==> config.mk <==
export PLATFORM = sky130hd
export DESIGN_NAME = dart_multi_ctrl
export DESIGN_NICKNAME = d
export VERILOG_FILES = /design/src/rtl/dart_multi_ctrl.sv
export SDC_FILE = /design/constraint.sdc
export NUM_CORES = 1
export LEC_CHECK = 0
export ABC_AREA = 1
export CAP_MARGIN = 30
export CORE_MARGIN = 10
export CORE_UTILIZATION = 45
export CTS_CLUSTER_DIAMETER = 100
export CTS_CLUSTER_SIZE = 25
export DETAILED_ROUTE_END_ITERATION = 10
export PLACE_DENSITY_LB_ADDON = 0.2
export SYNTH_ARGS = -nofsm -noshare
export SYNTH_HDL_FRONTEND = slang
export SYNTH_SLANG_ARGS = --single-unit
==> constraint.sdc <==
create_clock -name clock -period 2.05 [get_ports clock]
set_input_delay 0.3075 -clock clock [delete_from_list [all_inputs] [get_ports clock]]
set_output_delay 0.3075 -clock clock [all_outputs]
set_load 0.05 [all_outputs]
==> src/rtl/dart_multi_ctrl.sv <==
// Host-command controller for NUM_SIM simulator channels; replies leave one cycle after the operation ends, config strobes one cycle after each rx word.
// Replies hold until tx_ack; rx words outside IDLE/CONFIG are dropped and flagged. `DART_CTRL_TIMEOUT_EN adds a 65536-cycle abort in CONFIG/TX waits.
module dart_multi_ctrl #(
   parameter int NUM_SIM    = 2,
   parameter int TIME_WIDTH = 10
) (
   input  logic                    clock,
   input  logic                    reset_n,
   input  logic                    enable,
   input  logic [15:0]             rx_word,
   input  logic                    rx_word_valid,
   output logic [15:0]             tx_word,
   output logic                    tx_word_valid,
   input  logic                    tx_ack,
   output logic [NUM_SIM-1:0]      sim_reset,
   output logic [NUM_SIM-1:0]      sim_enable,
   output logic                    stop_injection,
   output logic [TIME_WIDTH-1:0]   sim_time,
   output logic                    sim_time_tick,
   input  logic [NUM_SIM-1:0]      sim_quiescent,
   input  logic [NUM_SIM-1:0]      sim_error,
   output logic [15:0]             config_word,
   output logic [NUM_SIM-1:0]      config_valid,
   input  logic [NUM_SIM*16-1:0]   stats_word,
   output logic [NUM_SIM-1:0]      stats_shift,
   output logic                    control_error
);

   typedef enum logic [2:0] {
      S_IDLE, S_RESET, S_CONFIG, S_RUN, S_DRAIN, S_TX, S_TXWAIT, S_SHIFT
   } state_t;

   state_t                  state_q, state_d;
   logic [7:0]              cnt_q, cnt_d;
   logic [NUM_SIM-1:0]      sel_q, sel_d;
   logic [3:0]              ch_q, ch_d;
   logic                    stats_q, stats_d;
   logic [15:0]             reply_q, reply_d;
   logic [TIME_WIDTH-1:0]   time_q, time_d;
   logic [15:0]             cfg_word_q, cfg_word_d;
   logic [NUM_SIM-1:0]      cfg_vld_q, cfg_vld_d;
   logic                    err_q, err_d;
   logic                    por_q, por_d;
`ifdef DART_CTRL_TIMEOUT_EN
   logic [15:0]             to_q, to_d;
   logic                    waiting;
`endif

   logic [3:0]              opcode, ch;
   logic [7:0]              arg;
   logic                    bcast, ch_ok, all_quiet, err_set, err_clr;
   logic [NUM_SIM-1:0]      rx_sel, sim_enable_int;
   logic [5:0]              q6, e6;
   logic [15:0]             slice;

   always_comb begin
      opcode = rx_word[15:12];
      ch     = rx_word[11:8];
      arg    = rx_word[7:0];
      bcast  = (ch == 4'hF);
      ch_ok  = bcast || (int'(ch) < NUM_SIM);
      rx_sel = '0;
      slice  = '0;
      for (int i = 0; i < NUM_SIM; i++) begin
         rx_sel[i] = bcast || (int'(ch) == i);
         if (int'(ch_q) == i) slice = stats_word[16*i +: 16];
      end
      q6 = '0;
      e6 = '0;
      q6[NUM_SIM-1:0] = sim_quiescent;
      e6[NUM_SIM-1:0] = sim_error;
      all_quiet = &(sim_quiescent | ~sel_q);
      sim_enable_int = (state_q == S_RUN || state_q == S_DRAIN) ? sel_q : '0;
   end

   always_comb begin
      state_d    = state_q;
      cnt_d      = cnt_q;
      sel_d      = sel_q;
      ch_d       = ch_q;
      stats_d    = stats_q;
      reply_d    = reply_q;
      cfg_word_d = cfg_word_q;
      cfg_vld_d  = '0;
      err_set    = 1'b0;
      err_clr    = 1'b0;
      por_d      = 1'b0;
      time_d     = time_q;
      if (|sim_enable_int) time_d = time_q + {{(TIME_WIDTH-1){1'b0}}, 1'b1};

      case (state_q)
         S_IDLE: begin
            if (rx_word_valid) begin
               if (opcode > 4'd6) begin
                  err_set = 1'b1;
               end else if (opcode >= 4'd1 && opcode <= 4'd4) begin
                  if (!ch_ok || (opcode == 4'd4 && bcast)) begin
                     err_set = 1'b1;
                  end else begin
                     sel_d = rx_sel;
                     ch_d  = ch;
                     cnt_d = arg;
                     if (opcode == 4'd1) begin
                        state_d = S_RESET;
                        cnt_d   = 8'd3;
                        time_d  = '0;
                     end else if (arg != 8'd0) begin
                        if (opcode == 4'd2) state_d = S_CONFIG;
                        else if (opcode == 4'd3) state_d = S_RUN;
                        else begin
                           state_d = S_TX;
                           stats_d = 1'b1;
                        end
                     end
                  end
               end else if (opcode == 4'd5) begin
                  reply_d = {4'h5, q6, e6};
                  stats_d = 1'b0;
                  state_d = S_TX;
               end else if (opcode == 4'd6) begin
                  err_clr = 1'b1;
               end
            end
         end
         S_RESET: begin
            if (cnt_q == 8'd0) state_d = S_IDLE;
            else cnt_d = cnt_q - 8'd1;
         end
         S_CONFIG: begin
            if (rx_word_valid) begin
               cfg_word_d = rx_word;
               cfg_vld_d  = sel_q;
               cnt_d      = cnt_q - 8'd1;
               if (cnt_q == 8'd1) state_d = S_IDLE;
            end
         end
         S_RUN: begin
            cnt_d = cnt_q - 8'd1;
            if (cnt_q == 8'd1) state_d = S_DRAIN;
         end
         // Drain keeps channels enabled for at least one cycle, leaving once all selected report quiet.
         S_DRAIN: begin
            if (all_quiet) begin
               reply_d = {4'hA, ch_q, 8'h00};
               stats_d = 1'b0;
               state_d = S_TX;
            end
         end
         S_TX, S_TXWAIT: begin
            if (tx_ack) state_d = stats_q ? S_SHIFT : S_IDLE;
            else state_d = S_TXWAIT;
         end
         S_SHIFT: begin
            cnt_d   = cnt_q - 8'd1;
            state_d = (cnt_q == 8'd1) ? S_IDLE : S_TX;
         end
         default: state_d = S_IDLE;
      endcase

      if (rx_word_valid && state_q != S_IDLE && state_q != S_CONFIG) err_set = 1'b1;

`ifdef DART_CTRL_TIMEOUT_EN
      waiting = (state_q == S_CONFIG && !rx_word_valid) ||
                ((state_q == S_TX || state_q == S_TXWAIT) && !tx_ack);
      to_d = waiting ? to_q + 16'd1 : 16'd0;
      if (waiting && to_q == 16'hFFFF) begin
         state_d = S_IDLE;
         err_set = 1'b1;
         to_d    = 16'd0;
      end
`endif

      err_d = err_set | (err_q & ~err_clr);
   end

   always_ff @(posedge clock or negedge reset_n) begin
      if (!reset_n) begin
         state_q    <= S_IDLE;
         cnt_q      <= '0;
         sel_q      <= '0;
         ch_q       <= '0;
         stats_q    <= 1'b0;
         reply_q    <= '0;
         time_q     <= '0;
         cfg_word_q <= '0;
         cfg_vld_q  <= '0;
         err_q      <= 1'b0;
         por_q      <= 1'b1;
`ifdef DART_CTRL_TIMEOUT_EN
         to_q       <= '0;
`endif
      end else if (enable) begin
         state_q    <= state_d;
         cnt_q      <= cnt_d;
         sel_q      <= sel_d;
         ch_q       <= ch_d;
         stats_q    <= stats_d;
         reply_q    <= reply_d;
         time_q     <= time_d;
         cfg_word_q <= cfg_word_d;
         cfg_vld_q  <= cfg_vld_d;
         err_q      <= err_d;
         por_q      <= por_d;
`ifdef DART_CTRL_TIMEOUT_EN
         to_q       <= to_d;
`endif
      end
   end

   always_comb begin
      sim_enable     = sim_enable_int;
      sim_time_tick  = |sim_enable_int;
      stop_injection = (state_q == S_DRAIN);
      sim_reset      = por_q ? {NUM_SIM{1'b1}} : ((state_q == S_RESET) ? sel_q : '0);
      stats_shift    = (state_q == S_SHIFT) ? sel_q : '0;
      tx_word_valid  = (state_q == S_TX || state_q == S_TXWAIT);
      tx_word        = !tx_word_valid ? 16'h0000 : (stats_q ? slice : reply_q);
      sim_time       = time_q;
      config_word    = cfg_word_q;
      config_valid   = cfg_vld_q;
      control_error  = err_q;
   end

endmodule
# After elaboration in Yosys (flattened, before gate mapping)
# Index checks and enable logic that the tools add are counted.
[classes]
addsub = 2
n_lt_le_gt_ge = 4
n_eq_ne = 37
n_mux = 72
bitwise_logic = 7
reduce_logical = 29
[op_table]
columns = ["op", "n"]
rows = [
  ["$mux 16", 9],
  ["$mux 10", 7],
  ["$mux 8", 7],
  ["$mux 3", 17],
  ["$pmux 16 s2", 1],
  ["$pmux 8 s4", 1],
  ["$mux 1", 22],
  ["$reduce_and 11->1", 2],
  ["$pmux 3 s7", 1],
  ["$ne 2x2->1 const B", 10],
  ["$ne 3x3->1 const B", 6],
  ["$eq 4x2->1 const B", 4],
  ["$eq 3x3->1 const B", 4],
  ["$eq 4x3->1 const B", 3],
  ["$mux 2", 6],
  ["$add 10x1->10 const B", 1],
  ["$eq 8x1->1 const B", 1],
  ["$logic_not 4->1", 2],
  ["$logic_not 8->1", 1],
  ["$reduce_and 8->1", 1],
  ["$reduce_bool 8->1", 1],
  ["$sub 8x1->8 const B", 1],
  ["$reduce_and 7->1", 1],
  ["$eq 3x2->1 const B", 2],
  ["other kinds (27)", 40],
]
[word_totals]
register_bits = 64
input_bits = 57
output_inout_bits = 54
elab_cells = 162

# Logic depth before layout (Yosys ltp)
[depth]
depth_word = 11
depth_mapped = 10
ltp_nobuf = 10

# Worst setup path before layout
# OpenSTA, ideal clock, no wires.
[synth_timing]
path_type = "register to output"
start = "register state_q[1]"
end = "output port tx_word[12]"
arrival_ns = 2.039
slack_ns = -0.296
stages_incl_launch_ff = 6
path_cell_list = "dfrtp_1 nand2_1 nand2_1 nor2_2 nand2_1 o21ai_0"
[synth_via]
elab_chain_len = 3
[synth_rtl]
columns = ["element", "line_no", "text"]
rows = [
  ["from (decl)", "33", "state_t state_q, state_d;"],
  ["from (signal assigned)", "193", "state_q <= state_d;"],
  ["$eq 3x3->1", "216", "tx_word_valid = (state_q == S_TX || state_q == S_TXWAIT);"],
  ["$logic_or 1x1->1 *", "216", ""],
  ["$mux 16 *", "217", "tx_word = !tx_word_valid ? 16'h0000 : (stats_q ? slice : reply_q);"],
  ["to (decl)", "12", "output logic [15:0] tx_word,"],
]
# Mark *: on every way between the ends. The rest lies on a longest branch, timed or not.

# Worst setup path after layout
[layout_timing]
start = "register state_q[0]"
end = "output port tx_word[14]"
# The elaborated chain is that of the path after synthesis.

==> flow_metrics.tcl <==
set metrics [dict create \
    synthFlopType "dfrtp_1" \
    synth_edf_count 0 \
    ys_seq_area_frac 0.3983 \
    path_max_fanout 5 \
    wl_per_cell_um 16.35 \
    num_io_pins 111 \
    die-area_sq_um 12110 \
    grt-ovfl-total 0 \
    rsz0062_at_grt "true" \
    status "completed" \
    synth_most_common_cell "nand2_1" \
    cp.required_ns 1.74 \
    hpwl_mm 9.222 \
    drtIter0Drc 258 \
    hp-class "reg -> reg" \
    area_growth_syn_to_layout_pct 56.36 \
    seqCellArea_sq_um 1458 \
    drv_slew 0 \
    fill_cells 601 \
    ant_nets 0 \
    timing.fmax_ghz 0.4920 \
    diodes 0 \
    ctsRootBufferMaster "clkbuf_8" \
    grt_pass1_vias 3875 \
    syn_area_per_cell_sq_um 7.180 \
    total_power_w 0.008497 \
    cp-start-kind "flip-flop" \
    via_count 3956 \
    synthCells 508 \
    finalClockSkew_ns 0.006224 \
    synthTopCellsByCount "128 x nand2_1, 62 x inv_1, 57 x dfrtp_1" \
    drc 0 \
    grt_antenna_before_repair 0 \
    tightest_slew_ns 0.5283 \
    ir_drop_mv 0.9333 \
    tritoncts "yes" \
    cp-end-kind "output port" \
    rows 32 \
    reg2reg_depth 9 \
    clockBufferDepth 2 \
    yosysWarnings 0 \
    synth_area_leaders "dfrtp_1 39%, nand2_1 13%, inv_1 6.4%, nand3_1 6.0%, o21ai_0 5.8%" \
    cap_violations 0 \
    nets 698 \
    worstHoldPathCells 2 \
    portBuffers 110 \
    setup_viol 0 \
    r2r_slack_ns 0.23 \
    crit_type "reg -> out" \
    core_area_sq_um 7807 \
    yosysTopAreaCell "dfrtp_1" \
    routed_via_density 5.317 \
    die_h_um 110.0 \
    r2r-start "state_q[1]$_DFFE_PN0P_" \
    htree_num_levels 3 \
    hold_start "por_q$_DFFE_PN1P_" \
    track_usage 0.2004 \
    totalWireLength_mm 12.17 \
    post-route-min-period_ns 2.033 \
    fin_crit_sh 0.9915 \
    relSlewSlack 0.6467 \
    power_density_nw_per_um2 1490 \
    arrival_ns 1.73 \
    grt_max_degree 59 \
    dr.pass1.iters 4 \
    multiInputGateArea_sq_um 2072 \
    r2r-end "sim_time[6]$_DFFE_PN0P_" \
    synthesis.area_sq_um 3647 \
    cp-startpoint "state_q[0]$_DFFE_PN0P_" \
    final_hold_viol_count 0 \
    whs_ns 0.4736 \
    cts.sinks 58 \
    synth.net_count 569 \
    fp.dieW_um 110.0 \
    clkTransAtPathRegs_ns 0.07 \
    drive_above_1_share 0.2056 \
    cts_buffers 9 \
    holdPathEnd "por_q$_DFFE_PN1P_" \
    start_util 0.4671 \
    synthDistinctLibCells 34 \
    gp_congestion 0.9086 \
    grt_pass1_wl_mm 19.28 \
    power_leakage_nw 2.618 \
    clkLatencyLatePin_ns 0.34 \
    synth_seq_cells 58 \
    yosys.area.top_type_share 0.3911 \
    synth_async_sr_flop_share 1.000 \
]
-- cell usage in the layout (no fill, tap or decap), drive strengths merged --
master and n:
a21boi 2, a21oi 15, a31oi 10, buf 47, bufinv 2, clkbuf 10, clkdlybuf4s50 84, clkinv 3
clkinvlp 1, dfrtp 57, dfstp 1, dlygate4sd3 1, ha 4, inv 68, mux2 7, nand2 134
nand3 46, nand3b 2, nand4 33, nor2 50, nor3 1, nor3b 1, o21ai 54, o21bai 1
o22ai 4, xnor2 3, xor2 1
-- what timing repair did --
item,in CTS,in global routing
endpoints found under the hold margin,57,0
buffers inserted,3,2
pin swaps,1,7
hold buffers,1,0
resized for setup,22,23
setup endpoints to repair,18,17
-- state kept, by name, indices dropped and copies added, names as in the netlist, 2 cells and up --
signal and cells:
state_q 3, sel_q 2, sim_time 10, ch_q 4, reply_q 10, cnt_q 8, config_word 16, config_valid 2
-- how the worst max path moves through the flow --
| stage | cells after the start | slack (ns) | end |
|---|---|---|---|
| after detailed placement | 10 | 0.03 | sim_time[4]$_DFFE_PN0P_ |
| after global routing | 7 | -0.06 | tx_word[14] |
| after floorplan | 5 | -0.30 | tx_word[12] |
| after CTS | 7 | -0.02 | tx_word[14] |
| after global placement | 10 | 0.09 | sim_time[1]$_DFFE_PN0P_ |
| final | 7 | 0.02 | tx_word[14] |
-- through the flow --
step	util	std cells	instance area [sq um]	TNS [ns]	setup WS, ns
detailed placement	0.6792	722	5303	0	0.02700
CTS	0.7178	742	5604	-0.03943	-0.01655
global route	0.7304	744	5703	-0.3341	-0.06088
floorplan	-	508	3756	-1.184	-0.2960
finish	0.7304	744	5703	0	0.01740
global placement	0.6792	722	5303	0	0.09307
-- final cells by class --
class,count,share of cell area
sequential,58,0.2556
inverter,68,0.04563
timing repair buffer,132,0.2731
clock buffer,10,0.02413
clock inverter,6,0.01580
multi-input combinational,368,0.3633
tap,102,0.02238
-- power breakdown --
part	internal (W)	leakage (nW)	switching (W)
Combinational	0.00196	1.80	0.00334
Clock	0.000719	0.112	0.000494
Sequential	0.00159	0.704	0.000398
Total	0.00427	2.62	0.00423
-- cells by family (layout without fill, tap and decap cells) --
logic type      Yosys count  after routing  synth area share
simple gates            267            267            0.3362
compound gates           86             86            0.1300
buf+inv                  82            216           0.09057
flops                    58             58            0.3983
mux                       7              7           0.02161
fa+ha+maj                 4              4           0.01372
xor+xnor                  4              4          0.009607
-- routing by layer --
layer  global-route usage  vias to the layer above  part of all wire
li1                     -                     1953                 -
met1               0.2351                     1869              0.41
met2               0.3446                      109              0.50
met3              0.05049                       25             0.065
met4              0.07621                        0             0.023
met5                    0                        -                 0
-- critical path, stage by stage (launching register included) --
cell and delay (ns):
dfrtp_2 0.44, nand2_2 0.11, nand2_4 0.06, nor2_4 0.13, buf_4 0.16, nand2_2 0.12
o21ai_2 0.21, buf_12 0.16
Power figures use the tool's default switching activity.
